--- src/rtl/sync_fifo_pkg.sv ---
// rtl/sync_fifo_pkg.sv - read-mode type, width helpers and wrapping pointer increment
package sync_fifo_pkg;

  typedef enum logic {RD_STANDARD = 1'b0, RD_FWFT = 1'b1} rd_mode_e;

  localparam int unsigned DEFAULT_DATA_W = 32;
  localparam int unsigned DEFAULT_DEPTH  = 32;

  function automatic int unsigned ptr_width(input int unsigned depth);
    return (depth > 1) ? $clog2(depth) : 1;
  endfunction

  function automatic int unsigned level_width(input int unsigned depth);
    return $clog2(depth + 1);
  endfunction

  // Depth need not be a power of two, so wrap on an explicit compare.
  function automatic int unsigned ptr_inc(input int unsigned ptr, input int unsigned depth);
    return (ptr == depth - 1) ? 0 : ptr + 1;
  endfunction

endpackage

--- src/rtl/sync_fifo_ram.sv ---
// rtl/sync_fifo_ram.sv - DATA_W x DEPTH storage, synchronous write, asynchronous read
module sync_fifo_ram #(
  parameter int unsigned DATA_W = 32,
  parameter int unsigned DEPTH  = 32,
  parameter int unsigned ADDR_W = 5
) (
  input  logic              clk,
  input  logic              wr_en_i,
  input  logic [ADDR_W-1:0] wr_addr_i,
  input  logic [DATA_W-1:0] wr_data_i,
  input  logic [ADDR_W-1:0] rd_addr_i,
  output logic [DATA_W-1:0] rd_data_o
);

  logic [DATA_W-1:0] mem_q [DEPTH];

  always_ff @(posedge clk) begin
    if (wr_en_i) begin
      mem_q[wr_addr_i] <= wr_data_i;
    end
  end

  assign rd_data_o = mem_q[rd_addr_i];

endmodule

--- src/rtl/sync_fifo_param.sv ---
// rtl/sync_fifo_param.sv - parametrised single-clock FIFO with FWFT option, thresholds and sticky errors
module sync_fifo_param
  import sync_fifo_pkg::*;
#(
  parameter int unsigned DATA_W     = DEFAULT_DATA_W,
  parameter int unsigned DEPTH      = DEFAULT_DEPTH,
  parameter int unsigned AFULL_THR  = DEPTH - 2,
  parameter int unsigned AEMPTY_THR = 2,
  parameter int unsigned FWFT       = 0
) (
  input  logic                           clk,
  input  logic                           reset_signal,
  input  logic                           flush,
  input  logic                           write_enable,
  input  logic [DATA_W-1:0]              data_input,
  input  logic                           read_enable,
  output logic [DATA_W-1:0]              data_output,
  output logic                           full_f,
  output logic                           empty_f,
  output logic                           almost_full_f,
  output logic                           almost_empty_f,
  output logic [level_width(DEPTH)-1:0]  level,
  output logic                           overflow_f,
  output logic                           underflow_f,
  input  logic                           clear_errors
);

  localparam int unsigned PTR_W = ptr_width(DEPTH);
  localparam int unsigned LVL_W = level_width(DEPTH);
  localparam rd_mode_e    MODE  = (FWFT != 0) ? RD_FWFT : RD_STANDARD;

  localparam logic [LVL_W-1:0] DEPTH_L  = LVL_W'(DEPTH);
  localparam logic [LVL_W-1:0] AFULL_L  = LVL_W'(AFULL_THR);
  localparam logic [LVL_W-1:0] AEMPTY_L = LVL_W'(AEMPTY_THR);

  logic [PTR_W-1:0]  wr_ptr_q, wr_ptr_d, rd_ptr_q, rd_ptr_d;
  logic [LVL_W-1:0]  level_q, level_d;
  logic [DATA_W-1:0] dout_q, dout_d, ram_rdata;
  logic              ovf_q, ovf_d, unf_q, unf_d;
  logic              wr_acc, rd_acc;

  assign full_f         = (level_q == DEPTH_L);
  assign empty_f        = (level_q == '0);
  assign almost_full_f  = (level_q >= AFULL_L);
  assign almost_empty_f = (level_q <= AEMPTY_L);
  assign level          = level_q;
  assign overflow_f     = ovf_q;
  assign underflow_f    = unf_q;

  // Flush swallows both requests outright, including their error side effects.
  assign wr_acc = write_enable & ~full_f & ~flush;
  assign rd_acc = read_enable & ~empty_f & ~flush;

  always_comb begin
    wr_ptr_d = wr_ptr_q;
    rd_ptr_d = rd_ptr_q;
    level_d  = level_q;
    dout_d   = dout_q;
    if (flush) begin
      wr_ptr_d = '0;
      rd_ptr_d = '0;
      level_d  = '0;
      dout_d   = '0;
    end else begin
      if (wr_acc) begin
        wr_ptr_d = PTR_W'(ptr_inc(32'(wr_ptr_q), DEPTH));
      end
      if (rd_acc) begin
        rd_ptr_d = PTR_W'(ptr_inc(32'(rd_ptr_q), DEPTH));
        dout_d   = ram_rdata;
      end
      if (wr_acc && !rd_acc) begin
        level_d = level_q + LVL_W'(1);
      end else if (rd_acc && !wr_acc) begin
        level_d = level_q - LVL_W'(1);
      end
    end
    // A new error outranks a clear in the same cycle.
    ovf_d = (write_enable & full_f & ~flush) | (ovf_q & ~clear_errors);
    unf_d = (read_enable & empty_f & ~flush) | (unf_q & ~clear_errors);
  end

  always_ff @(posedge clk or negedge reset_signal) begin
    if (!reset_signal) begin
      wr_ptr_q <= '0;
      rd_ptr_q <= '0;
      level_q  <= '0;
      dout_q   <= '0;
      ovf_q    <= 1'b0;
      unf_q    <= 1'b0;
    end else begin
      wr_ptr_q <= wr_ptr_d;
      rd_ptr_q <= rd_ptr_d;
      level_q  <= level_d;
      dout_q   <= dout_d;
      ovf_q    <= ovf_d;
      unf_q    <= unf_d;
    end
  end

  sync_fifo_ram #(
    .DATA_W (DATA_W),
    .DEPTH  (DEPTH),
    .ADDR_W (PTR_W)
  ) u_ram (
    .clk       (clk),
    .wr_en_i   (wr_acc),
    .wr_addr_i (wr_ptr_q),
    .wr_data_i (data_input),
    .rd_addr_i (rd_ptr_q),
    .rd_data_o (ram_rdata)
  );

  assign data_output = (MODE == RD_FWFT) ? (empty_f ? '0 : ram_rdata) : dout_q;

endmodule

--- config.mk ---
export PLATFORM = sky130hd
export DESIGN_NAME = sync_fifo_param
export DESIGN_NICKNAME = d
export VERILOG_FILES = /design/src/rtl/sync_fifo_pkg.sv /design/src/rtl/sync_fifo_ram.sv /design/src/rtl/sync_fifo_param.sv
export SDC_FILE = /design/constraint.sdc
export NUM_CORES = 1
export LEC_CHECK = 0
export BUFFER_PORTS_ARGS = -buffer_cell sky130_fd_sc_hd__buf_2
export CAP_MARGIN = 10
export CORE_UTILIZATION = 60
export CTS_CLUSTER_SIZE = 12
export DETAILED_ROUTE_END_ITERATION = 16
export PLACE_DENSITY = 0.81
export SLEW_MARGIN = 20
export SYNTH_ARGS = -nofsm -noshare
export SYNTH_HDL_FRONTEND = slang
export SYNTH_HIERARCHICAL = 1
export SYNTH_SLANG_ARGS = --single-unit
--- constraint.sdc ---
create_clock -name clk -period 5.8 [get_ports clk]
set_input_delay 0.58 -clock clk [delete_from_list [all_inputs] [get_ports clk]]
set_output_delay 0.58 -clock clk [all_outputs]
set_load 0.03 [all_outputs]
==> flow_metrics.py <==
metrics = {
    "outcome": {
        "status": "completed",
    },
    "power": {
        "power.total_mw": 18.0,
        "p_int_mw": 13.2,
        "seqPwrFrac_pct": 48.8,
        "power_frac_clock_pct": 35.0,
        "combPwrFrac_pct": 16.1,
        "swShare_pct": 26.4,
        "power_leakage_nw": 15.3,
        "ir_drop_v": 0.000242,
        "power.net_switching_mw": 4.74,
        "power.density_nw_per_um2": 384,
    },
    "timing": {
        "fin_ws_ps": 2300,
        "clock_skew_ps": 28.5,
        "hold-worst-slack_ps": 86.1,
        "hold_violations": 0,
        "fmax_mhz": 286,
        "max_slew_margin_pct": 21.0,
        "layout_min_cycle_time_ps": 3500,
        "fin_crit_sh_pct": 60.3,
        "setup_tns_ps": 0,
        "setup_viol": 0,
        "worst_slew_pin_slew_ps": 1180,
        "slew_violations": 0,
        "rsz0062_at_grt": "no",
    },
    "layout": {
        "fillCellCount": 4260,
        "final_nets": 2554,
        "final_core_util_pct": 67.8,
        "seq_area_um2": 32000,
        "drive_gt1_share_pct": 11.5,
        "syn2layout_area_growth_pct": 11.2,
        "multi_input_area_um2": 9570,
        "final_area_um2": 46800,
        "layout.cells.non_filler": 3515,
    },
    "yosys": {
        "synth_area_leaders": "edfxtp_1 73%, mux2i_1 12%, dfrtp_1 3.0%",
        "syn_area_per_cell_um2": 17.4,
        "synth_fa_ha_area_share_pct": 0.285,
        "synth_top_area_cell": "edfxtp_1",
        "synth-async-reset-ratio_pct": 4.66,
        "synth_cell_types": 50,
        "yosys.cell_count.top_type": "edfxtp_1",
        "synth_top_family_by_area": "multiplexers",
        "ys_top_cells_by_count": "1,024 x edfxtp_1, 515 x mux2i_1, 106 x nand2_1",
        "ys_warn_count": 6,
        "yosysSeqAreaShare_pct": 76.0,
        "synth-seq-cells": 1074,
        "synth_xor_area_share_pct": 0.0624,
        "syn-num-nets": 2468,
        "synth-compound-area-share_pct": 5.95,
        "synth_top_area_share_pct": 73.0,
        "syn-cell-area_um2": 42100,
        "ys.flop_type": "edfxtp_1",
        "synth-simple-area-share_pct": 3.52,
        "synth_edf_count": 1024,
        "synth_cells": 2421,
        "synth_mux_area_share_pct": 12.2,
    },
    "clock_tree": {
        "clk_path_buf_depth": 3,
        "htreeDepth": 3,
        "cts_resized": 0,
        "cts_tree": "built",
        "holdBufCountCts": 0,
        "cts_made_buffers": 105,
        "cts.clk_slew.worst_paths_ps": 60,
        "post-cts-setup-buffers": 0,
        "clk-insertion-delay-late_ps": 670,
        "cts_root_buffer": "clkbuf_16",
        "clkSinkCount": 1074,
    },
    "detailed_routing": {
        "vias": 23700,
        "dr.max_layer_used": "met5",
        "drt_wl_total_um": 108000,
        "ant_nets": 0,
        "drc": 0,
        "wl_met1_um": 39300,
        "drt_first_iter_violations": 3201,
        "first_pass_iters": 6,
        "wl_met3_um": 12400,
        "wl_met2_um": 50600,
        "viasPerCell": 6.75,
        "wl_per_cell_um": 30.7,
    },
    "setup_path": {
        "required_ps": 6410,
        "cp-start-kind": "flip-flop",
        "critPathCaptureType": "flip-flop",
        "worst-setup-path-type": "flip-flop to flip-flop",
        "crit_arrival_ps": 4100,
        "worst-path-max-fanout": 49,
    },
    "floorplanning": {
        "dieArea_um2": 71200,
        "num_rows": 96,
        "die_x_um": 267,
        "fp.coreArea_um2": 69100,
        "die_y_um": 267,
        "start_util_pct": 61.0,
        "io_pins": 82,
    },
    "grt": {
        "antenna_found_initial": 7,
        "grt_max_degree": 81,
        "first_global_vias": 22900,
        "grt.total_usage_pct": 30.3,
        "overflow": 0,
        "grt_first_pass_wirelength_um": 153000,
    },
    "place": {
        "io_buffer_count": 81,
        "place_ws_ps": 2270,
        "postPlaceCellArea_um2": 43500,
        "gp_congestion": 0.922,
        "hpwl_um": 62200,
        "place_inst": 3323,
    },
    "hold_path": {
        "min_path_type": "input pin to asynchronous set/reset pin",
    },
    "job": {
        "cap_violations": 0,
    },
}
[worst max-delay path, cell delays in order, from the launching register on]
cell and delay, ps:
dfrtp_4 1020, buf_12 420, buf_4 350, mux2i_1 130, a22o_1 240, nor3_1 730, a31oi_1 230, nand3_1 130
a22o_1 120
[cells by family (layout without fill, tap and decap cells)]
kind of cell	count (synthesis)	after routing
buffers and inverters	144	305
flip-flops	1074	1074
AO/OA/AOI/OAI	357	357
adder cells (fa/ha/maj)	9	9
multiplexers	515	515
other	0	2
XOR/XNOR	3	3
AND/OR/NAND/NOR	319	319
[cell usage in the layout, fill, tap and decap left out, types with 3 or more instances in the layout]
cell type,instances
buf_2,81
nor2_4,35
inv_6,3
or2_2,3
clkinv_1,6
inv_1,7
o31ai_1,3
buf_16,6
buf_12,10
o21ai_0,7
nand3b_1,5
nor2_1,12
a22oi_1,96
nand2_1,105
a21oi_1,102
clkbuf_16,107
buf_4,19
xor2_1,3
clkinv_2,3
clkbuf_8,10
edfxtp_1,1024
a22o_1,98
nand3_1,100
or3b_2,4
mux2i_1,515
dfrtp_1,49
clkbuf_1,50
nor3_1,35
ha_1,8
a31oi_1,33
[registers in the layout, summed over array words and instances, names as in the netlist]
name	flops
level	6
wr_ptr_q	5
overflow_f	1
u_ram/mem_q	1024
underflow_f	1
rd_ptr_q	5
data_output	32
[path summary, 6_finish.rpt]
check | to | slack, ps | startpoint | cells past startpoint
max | data_output[29]$_DFFE_PN0P_ | 2300 | rd_ptr_q[0]$_DFFE_PN0P_ | 8
min | rd_ptr_q[4]$_DFFE_PN0P_ | 90 | reset_signal | 2
max reg2reg | data_output[29]$_DFFE_PN0P_ | 2300 | rd_ptr_q[0]$_DFFE_PN0P_ | 8
min reg2reg | data_output[19]$_DFFE_PN0P_ | 500 | data_output[19]$_DFFE_PN0P_ | 1
max in group asynchronous | rd_ptr_q[0]$_DFFE_PN0P_ | 5140 | reset_signal | 2
min in group clk | underflow_f$_DFF_PN0_ | 130 | clear_errors | 2
[routing by layer]
metal,global-route usage [%],vias to the layer above
met5,0,-
met2,47.2,1701
met4,15.1,6
met1,40.4,12000
met3,7.10,283
li1,-,9777
[final cells by class]
cell class              instances  area share [%]
flip-flops and latches       1074            68.3
multi-input cells            1203            20.4
clock buffers                 167            6.41
well taps                     931            2.49
repair buffers                116            1.95
clock inverters                15           0.299
inverters                       7          0.0561
diodes                          2          0.0107
[power groups by stage]
stage / clock network [mW] / registers, mW / logic [mW]
floorplan: 0 / 8.98 / 1.87
global placement: 0 / 8.92 / 2.75
detailed placement: 0 / 8.92 / 2.81
CTS: 6.32 / 8.76 / 2.83
global route: 6.62 / 8.78 / 3.01
finish: 6.30 / 8.77 / 2.90
No activity file was read; power rests on OpenSTA's default activity.
